## config.mk

```make
export PLATFORM = sky130hd
export DESIGN_NAME = avalon_timer_regs_flat
export DESIGN_NICKNAME = d
export VERILOG_FILES = /design/src/rtl/timer_pkg.sv /design/src/rtl/avalon_timer_regs_if.sv /design/src/rtl/timer_core.sv /design/src/rtl/avalon_timer_regs.sv /design/src/flat_wrapper.sv
export SDC_FILE = /design/constraint.sdc
export NUM_CORES = 1
export LEC_CHECK = 0
export BUFFER_PORTS_ARGS = -buffer_cell sky130_fd_sc_hd__buf_2
export CAP_MARGIN = 0
export CORE_MARGIN = 2
export CORE_UTILIZATION = 25
export CTS_CLUSTER_DIAMETER = 200
export DETAILED_ROUTE_END_ITERATION = 10
export GPL_TIMING_DRIVEN = 1
export SLEW_MARGIN = 10
export SYNTH_ARGS = -nofsm -noshare
export SYNTH_HDL_FRONTEND = slang
export SYNTH_HIERARCHICAL = 1
export SYNTH_SLANG_ARGS = --single-unit
```

## constraint.sdc

```tcl
create_clock -name clk -period 7.8 [get_ports clk]
set_clock_uncertainty 0.05 [all_clocks]
set_input_delay 0.39 -clock clk [delete_from_list [all_inputs] [get_ports clk]]
set_output_delay 0.39 -clock clk [all_outputs]
set_load 0.01 [all_outputs]
```

## src/rtl/timer_pkg.sv

```systemverilog
// timer_pkg: register map, CTRL/STATUS bit positions and default ID for avalon_timer_regs
package timer_pkg;
  localparam logic [2:0] ADDR_CTRL     = 3'd0;
  localparam logic [2:0] ADDR_PRESCALE = 3'd1;
  localparam logic [2:0] ADDR_LOAD     = 3'd2;
  localparam logic [2:0] ADDR_COUNT    = 3'd3;
  localparam logic [2:0] ADDR_STATUS   = 3'd4;
  localparam logic [2:0] ADDR_CAPTURE  = 3'd5;
  localparam logic [2:0] ADDR_ID       = 3'd6;
  localparam logic [2:0] ADDR_SCRATCH  = 3'd7;
  localparam int CTRL_EN     = 0;
  localparam int CTRL_RELOAD = 1;
  localparam int CTRL_IRQ_EN = 2;
  localparam int ST_TO       = 0;
  localparam int ST_RUN      = 1;
  localparam logic [31:0] ID_DEFAULT = 32'h54494D31;
endpackage

```

## src/rtl/avalon_timer_regs_if.sv

```systemverilog
// avalon_timer_regs_if: decoded register-access stream between the Avalon bridge and a peripheral
interface avalon_timer_regs_if;
  logic        reg_read;
  logic        reg_write;
  logic [2:0]  reg_address;
  logic [31:0] reg_writedata;
  logic [31:0] reg_readdata;
  modport master (output reg_read, reg_write, reg_address, reg_writedata, input reg_readdata);
  modport slave (input reg_read, reg_write, reg_address, reg_writedata, output reg_readdata);
endinterface

```

## src/rtl/timer_core.sv

```systemverilog
// timer_core: prescaler plus down-counter; timeout pulses on the tick that finds count at zero
module timer_core #(
  parameter int CNT_W   = 32,
  parameter int PRESC_W = 16
) (
  input  logic               clk,
  input  logic               rst,
  input  logic               en,
  input  logic               reload,
  input  logic [PRESC_W-1:0] prescale,
  input  logic               load_stb,
  input  logic [CNT_W-1:0]   load_val,
  input  logic [CNT_W-1:0]   load,
  output logic [CNT_W-1:0]   count,
  output logic               tick,
  output logic               timeout
);
  logic [PRESC_W-1:0] pcnt;
  assign tick    = en && pcnt == prescale;
  assign timeout = tick && count == '0;
  // a LOAD write overrides any decrement or reload on the same edge
  always_ff @(posedge clk) begin
    if (rst) begin
      pcnt  <= '0;
      count <= '0;
    end else begin
      pcnt  <= (!en || tick || load_stb) ? '0 : pcnt + PRESC_W'(1);
      count <= load_stb   ? load_val :
               !tick      ? count :
               count != '0 ? count - CNT_W'(1) :
               reload     ? load : count;
    end
  end
endmodule

```

## src/rtl/avalon_timer_regs.sv

```systemverilog
// avalon_timer_regs: register-mapped prescaled down-counter timer with sticky timeout and level irq.
// Define TIMER_CAPTURE_EN to add the COUNT snapshot register at address 5.
module avalon_timer_regs
  import timer_pkg::*;
#(
  parameter int          CNT_W    = 32,
  parameter int          PRESC_W  = 16,
  parameter logic [31:0] ID_VALUE = ID_DEFAULT
) (
  input  logic                clk,
  input  logic                rst,
  avalon_timer_regs_if.slave  bus,
  output logic                irq
);
  logic               en, reload, irq_en, to;
  logic [PRESC_W-1:0] prescale;
  logic [CNT_W-1:0]   load, count;
  logic [31:0]        scratch, rdata;
  logic               unused_tick, timeout;
  logic               wr_ctrl, wr_presc, wr_load, wr_status, wr_scratch;
  assign wr_ctrl    = bus.reg_write && bus.reg_address == ADDR_CTRL;
  assign wr_presc   = bus.reg_write && bus.reg_address == ADDR_PRESCALE;
  assign wr_load    = bus.reg_write && bus.reg_address == ADDR_LOAD;
  assign wr_status  = bus.reg_write && bus.reg_address == ADDR_STATUS;
  assign wr_scratch = bus.reg_write && bus.reg_address == ADDR_SCRATCH;
  assign irq = to & irq_en;
  timer_core #(.CNT_W(CNT_W), .PRESC_W(PRESC_W)) u_core (
    .clk      (clk),
    .rst      (rst),
    .en       (en),
    .reload   (reload),
    .prescale (prescale),
    .load_stb (wr_load),
    .load_val (bus.reg_writedata[CNT_W-1:0]),
    .load     (load),
    .count    (count),
    .tick     (unused_tick),
    .timeout  (timeout)
  );
`ifdef TIMER_CAPTURE_EN
  logic [CNT_W-1:0] capture;
  always_ff @(posedge clk) begin
    if (rst) capture <= '0;
    else if (bus.reg_write && bus.reg_address == ADDR_CAPTURE) capture <= count;
  end
`endif
  always_comb begin
    rdata = '0;
    case (bus.reg_address)
      ADDR_CTRL:     rdata = 32'({irq_en, reload, en});
      ADDR_PRESCALE: rdata = 32'(prescale);
      ADDR_LOAD:     rdata = 32'(load);
      ADDR_COUNT:    rdata = 32'(count);
      ADDR_STATUS:   rdata = 32'({en, to});
`ifdef TIMER_CAPTURE_EN
      ADDR_CAPTURE:  rdata = 32'(capture);
`endif
      ADDR_ID:       rdata = ID_VALUE;
      ADDR_SCRATCH:  rdata = scratch;
      default:       rdata = '0;
    endcase
  end
  // a CTRL write beats the one-shot EN clear; a hardware timeout beats the W1C
  always_ff @(posedge clk) begin
    if (rst) begin
      en               <= 1'b0;
      reload           <= 1'b0;
      irq_en           <= 1'b0;
      to               <= 1'b0;
      prescale         <= '0;
      load             <= '0;
      scratch          <= '0;
      bus.reg_readdata <= '0;
    end else begin
      if (wr_ctrl) begin
        en     <= bus.reg_writedata[CTRL_EN];
        reload <= bus.reg_writedata[CTRL_RELOAD];
        irq_en <= bus.reg_writedata[CTRL_IRQ_EN];
      end else if (timeout && !reload) en <= 1'b0;
      if (wr_presc) prescale <= bus.reg_writedata[PRESC_W-1:0];
      if (wr_load) load <= bus.reg_writedata[CNT_W-1:0];
      if (wr_scratch) scratch <= bus.reg_writedata;
      to <= timeout || (to && !(wr_status && bus.reg_writedata[ST_TO]));
      if (bus.reg_read) bus.reg_readdata <= rdata;
    end
  end
endmodule

```

## src/flat_wrapper.sv

```systemverilog
// flat-port wrapper written by rule: the top's interface ports become plain ports
module avalon_timer_regs_flat import timer_pkg::*;
#(
  parameter int          CNT_W    = 32,
  parameter int          PRESC_W  = 16,
  parameter logic [31:0] ID_VALUE = ID_DEFAULT
)
  (clk, rst, irq, bus_reg_read, bus_reg_write, bus_reg_address, bus_reg_writedata, bus_reg_readdata);
  avalon_timer_regs_if bus_i ();
  input  logic clk;
  input  logic rst;
  output logic irq;
  input wire logic [$bits(bus_i.reg_read)-1:0] bus_reg_read;
  input wire logic [$bits(bus_i.reg_write)-1:0] bus_reg_write;
  input wire logic [$bits(bus_i.reg_address)-1:0] bus_reg_address;
  input wire logic [$bits(bus_i.reg_writedata)-1:0] bus_reg_writedata;
  output wire logic [$bits(bus_i.reg_readdata)-1:0] bus_reg_readdata;
  assign bus_i.reg_read = bus_reg_read;
  assign bus_i.reg_write = bus_reg_write;
  assign bus_i.reg_address = bus_reg_address;
  assign bus_i.reg_writedata = bus_reg_writedata;
  assign bus_reg_readdata = bus_i.reg_readdata;
  avalon_timer_regs #(.CNT_W(CNT_W), .PRESC_W(PRESC_W), .ID_VALUE(ID_VALUE)) u_core (.clk(clk), .rst(rst), .bus(bus_i), .irq(irq));
endmodule
```

* Word level (Yosys, flattened, before mapping)
Cells that the tools add are included.
W data, S select, Z words.
** Storage, ports and cells
- Input bits :: 39
- Output and inout bits :: 33
- Register bits after elaboration :: 164
** Cells by class
- Eq/ne operators :: 7
- Mux-type cells :: 7
- Add/sub/neg operators :: 2
- Bitwise logic cells :: 1
- Reduce and logical (&&, ||, !) cells :: 24
** Operator list (count)
- $pmux W32 S7 :: 1
- $mux W32 :: 4
- $logic_not A32 Y1 :: 1
- $reduce_bool A32 Y1 :: 1
- $sub A32 B1 Y32 const B :: 1
- $add A16 B1 Y16 const B :: 1
- $eq A16 B16 Y1 :: 1
- $logic_and A1 B1 Y1 :: 10
- $eq A3 B3 Y1 const B :: 3
- $eq A3 B2 Y1 const B :: 2
- $reduce_bool A2 Y1 :: 2
- $eq A3 B1 Y1 const B :: 1
- $logic_not A1 Y1 :: 3
- $logic_not A3 Y1 :: 1
- $logic_or A1 B1 Y1 :: 3
- $reduce_bool A3 Y1 :: 1
- $mux W1 :: 2
- $reduce_and A2 Y1 :: 1
- $reduce_or A2 Y1 :: 1
- $and A1 B1 Y1 :: 1

* Depth between registers and ports, before layout
- Depth after elaboration :: 6
- Gate-level depth with buffers :: 11
- Mapped depth without buffers :: 9

* Cells and area by module
The synthesis kept the hierarchy.
** Modules (own cells, without submodules)
- avalon_timer_regs :: cells each 613, seq. area each 2322.2 um^2, area each 4961.0 um^2, times used 1
- timer_core :: cells each 394, seq. area each 960.9 um^2, area each 3198.1 um^2, times used 1

* Worst setup path before layout
Ideal clock, no wire load.
- Path kind :: reg2reg
- From :: reg u_core.u_core.count[20]
- To :: reg u_core.u_core.count[4]
- Library setup time :: 0.062 ns
- Cell stages (with the launch flop) :: 9
- Data arrival time :: 2.467 ns
- Setup slack :: 5.221 ns
- Required time :: 7.688 ns
- Period minus slack after synthesis :: 2.579 ns
- Path through :: dfxtp_1 > or4_1 > buf_2 > or2_4 > or3_4 > buf_6 > and3_1 > or4_1 > nand3_1
** On the way
- Word-level cells in the longest chain between the ends :: 4
** Ends and longest elaborated chain
- from (decl) :: RTL line timer_core.sv:14 : output logic [CNT_W-1:0] count,
- from (signal assigned) :: RTL line timer_core.sv:28 : count <= load_stb ? load_val :
- $reduce_bool A32 Y1 (*) :: RTL line timer_core.sv:30 : count != '0 ? count - CNT_W'(1) :
- $mux W32 :: RTL line timer_core.sv:30
- $mux W32 :: RTL line timer_core.sv:29 : !tick ? count :
- $mux W32 :: RTL line timer_core.sv:28
Mark *: on every way between the ends. The rest lies on a longest branch, timed or not. The select of a mux whose other input is x is not followed.
A chain may end at the register's enable or synchronous reset.

* Worst setup path after layout
- From :: reg u_core.u_core.count[5]
- To :: reg u_core.u_core.count[12]
** On the way
- Word-level cells in the longest chain between the ends :: 4
** Ends and longest elaborated chain (RTL line)
- $sub A32 B1 Y32 / $reduce_bool A32 Y1 (equally long branches) :: timer_core.sv:30
- $mux W32 :: timer_core.sv:30
- $mux W32 :: timer_core.sv:29
- $mux W32 :: timer_core.sv:28
Several ways; a longest one is shown, not always the timed one. The select of a mux whose other input is x is not followed.

==> results.txt <==
Global placement routability congestion: 0.842
Die area: 34100 sq um
PostCTS Resize Cnt: 0
Clock slew at reported path FFs: 60 ps
Initial antenna violation count: 8
Layout fillers: 3500
GRT Overall Usage: 15.1%
Reg2reg path depth: 7
Max Cap Viol: 0
Hold EP: u_core/u_core/count[18]
Cts bufs inserted: 17
Die Width: 185 um
Drt wl/cell: 17.2 um
Area Overhead vs Synth: 14.7%
EDFF count, synth: 0
Core ar.: 32400 sq um
Worst R2R End: u_core/u_core/count[12]
Worst Slack Setup Final: 3820 ps
CTS sink cnt: 164
Cells along the critical path: nor4_1 -> nand4_1 -> or3_4 -> o211ai_4 -> buf_4 -> nand2b_1 -> o21ai_0
Final #Nets: 1075
Maximum fanout along the worst path: 38
Yosys reg bits: 164
Top cells by area in the synthesized netlist: dfxtp_1 (40%), nand2_1 (9.4%), a21oi_1 (6.7%)
VDD IR-drop max: 0.162 mV
Ant. Diodes: 0
Min-Delay Path Depth: 3
Vias in the first global route: 6982
Setup TNS: 0 ps
Register area share after synthesis: 40.2%
Hold Path Class: input pin to flip-flop
H-tree levels: 4
Worst reg-to-reg setup slack: 3820 ps
Max Clk Rate: 251 MHz
# Post-CTS Setup Buffers: 0
DRC violations left: 0
Max incr delay on CP: 800 ps
Slew margin rel.: 17.8%
Min Tclk post-route: 3980 ps
Netlist cell types: 65
Total routed wirelength: 25600 um
Final Cell Area: 9360 sq um
Post-DP HPWL: 17800 um
R2r startpoint: u_core/u_core/count[5]
Setup CP Type: flip-flop to flip-flop
Placed Instance Area: 8750 sq um
Non-filler cells, final: 1488
CP Buf/Inv Count: 1
Synth top area share: 40.2%
Async S/R FF share, synth: 0%
Status: finished clean
Post-Synthesis Cell Area: 8160 sq um
DRT iter0 DRCs: 706
Via count: 7475
CP required: 8040 ps
Share of cells above drive strength 1: 12.7%
Area leader, netlist: dfxtp_1
Placed insts: 1456
Global-route wire length before repair: 40400 um
Final Hold Viols: 0
DRT Pass-1 Iters: 7
Total gr overflow: 0
Power Dens Cells: 223 nW/um^2
# setup viols final: 0
Delay-heaviest family, CP: simple AND/OR/NAND/NOR gates
CTS Hold Bufs: 0
CTS root buf: clkbuf_16
Clk Latency, worst-skew pair: 430 ps
Dpl ws: 3410 ps
Yosys warns: 6
Crit path arrival time: 4220 ps
Largest net degree at the start of global routing: 69
Hold_sp: bus_reg_writedata[18]
TritonCTS clock tree: built
Setup repair after global routing missed its margin: false
Nature of the critical path startpoint: flip-flop
Via density: 5.02
Syn nets: 1049
Synth Instances: 1007
Clk buf depth: 2
Chip height: 185 um
CP max-delay cell: nor4_1
Slew at the pin with the worst max-slew slack: 1230 ps
IO Count: 72
Period utilization: 51.0%
Critical path capture point type: flip-flop
Post-DRT Antenna Nets: 0
Synthesized area per cell: 8.10 sq um
Final max-slew violation count: 0
Top FF cell, synth: dfxtp_1
Initial core utilization: 25.2%
FP Rows: 66
Leakage: 3.41 nW
Port Buffer Count: 71
-- where the power goes --
group          switching, mW  total, mW  leakage (nW)  internal [mW]
clock network          0.344      0.853         0.290          0.509
registers             0.0207      0.878          1.33          0.857
logic                  0.230      0.359          1.79          0.129
total                  0.595       2.09          3.41           1.49
-- kinds of logic (layout without fill, tap and decap cells) --
group	Yosys count	count (layout)	synth area share, %
mux	44	44	5.43
buf+inv	90	129	5.61
flops	164	164	40.2
compound gates	259	259	20.5
xor+xnor	51	51	5.47
fa+ha+maj	3	3	0.460
simple gates	396	396	22.3
-- worst max path at each step --
| stage | depth (start not counted) | end | startpoint |
|---|---|---|---|
| after detailed placement | 10 | u_core/u_core/count[12] | bus_reg_address[0] |
| after global routing | 9 | u_core/u_core/count[17] | bus_reg_address[2] |
| final | 7 | u_core/u_core/count[12] | u_core/u_core/count[5] |
| after CTS | 10 | u_core/u_core/count[12] | bus_reg_address[0] |
| after global placement | 10 | u_core/u_core/count[11] | bus_reg_address[0] |
| after floorplan | 8 | u_core/u_core/count[4] | u_core/u_core/count[20] |
-- registers in the layout, indices dropped and copies added, names as in the netlist --
signal	flops
u_core/u_core/pcnt	16
u_core/u_core/count	32
u_core/en	1
u_core/irq_en	1
u_core/to	1
u_core/prescale	16
u_core/load	32
u_core/reload	1
u_core/scratch	32
u_core/bus.reg_readdata	32
-- worst reg2reg max path, cell delays in order, from the launching register on --
cell,delay (ps)
dfxtp_1,380
nor4_1,810
nand4_1,280
or3_4,640
o211ai_4,650
buf_4,420
nand2b_1,440
o21ai_0,180
-- cell type report --
| type | count | area [sq um] | share of cell area (%) |
|---|---|---|---|
| clock buffer | 23 | 488 | 5.21 |
| clock inverter | 9 | 119 | 1.27 |
| inverter | 18 | 67.6 | 0.722 |
| multi-input combinational | 753 | 4430 | 47.3 |
| sequential | 164 | 3280 | 35.1 |
| tap | 442 | 553 | 5.91 |
| timing repair buffer | 79 | 418 | 4.46 |
-- Yosys cell counts, drive strengths merged (7+ instances only) --
library cell    n
nor2           78
a211o           8
nand3          19
clkbuf         27
or3            13
nor4           10
a22oi          20
a32oi          22
a21oi         109
nand4           9
and3           11
mux2i          42
buf            45
nand2         205
o21ai          37
inv            18
xor2           20
nor3           16
xnor2          31
o2bb2ai        13
a221oi          8
o31ai           7
nor2b           9
dfxtp         164
-- metrics by stage --
stage / hold slack (ps) / total power, mW / utilization, %
3_5_place_dp: 397 / 1.25 / 27.0
2_1_floorplan: 386 / 1.16 / -
6_report: 167 / 2.09 / 28.9
3_3_place_gp: 391 / 1.24 / 27.0
5_1_grt: 176 / 2.18 / 28.9
4_1_cts: 158 / 2.10 / 28.9
-- routing by layer --
layer,vias to the layer above,share of wire [%],global-route usage [%]
li1,3605,-,-
met1,3570,47,20.4
met2,241,45,24.1
met3,43,5.8,3.18
met4,16,1.5,4.29
met5,-,0.33,0
-- placed cells by master, fill, tap and decap left out, drive strengths merged, types with 3 or more instances in the layout --
master,n
nor4,10
xnor2,31
a31oi,6
a22oi,20
nor3,16
nand3b,3
xor2,20
nand2b,5
ha,3
nor2,78
a22o,3
nand2,205
a211oi,5
nand4,9
nand3,19
o2bb2ai,13
or3,13
inv,19
o2111ai,6
dfxtp,164
and2,5
o211ai,4
nor2b,9
and3,11
clkinv,4
a32oi,22
mux2i,42
clkbuf,23
a211o,8
a21oi,109
a221oi,8
or4,6
buf,79
nor4b,3
o21ai,37
o31ai,7
No activity file was read; power rests on OpenSTA's default activity.
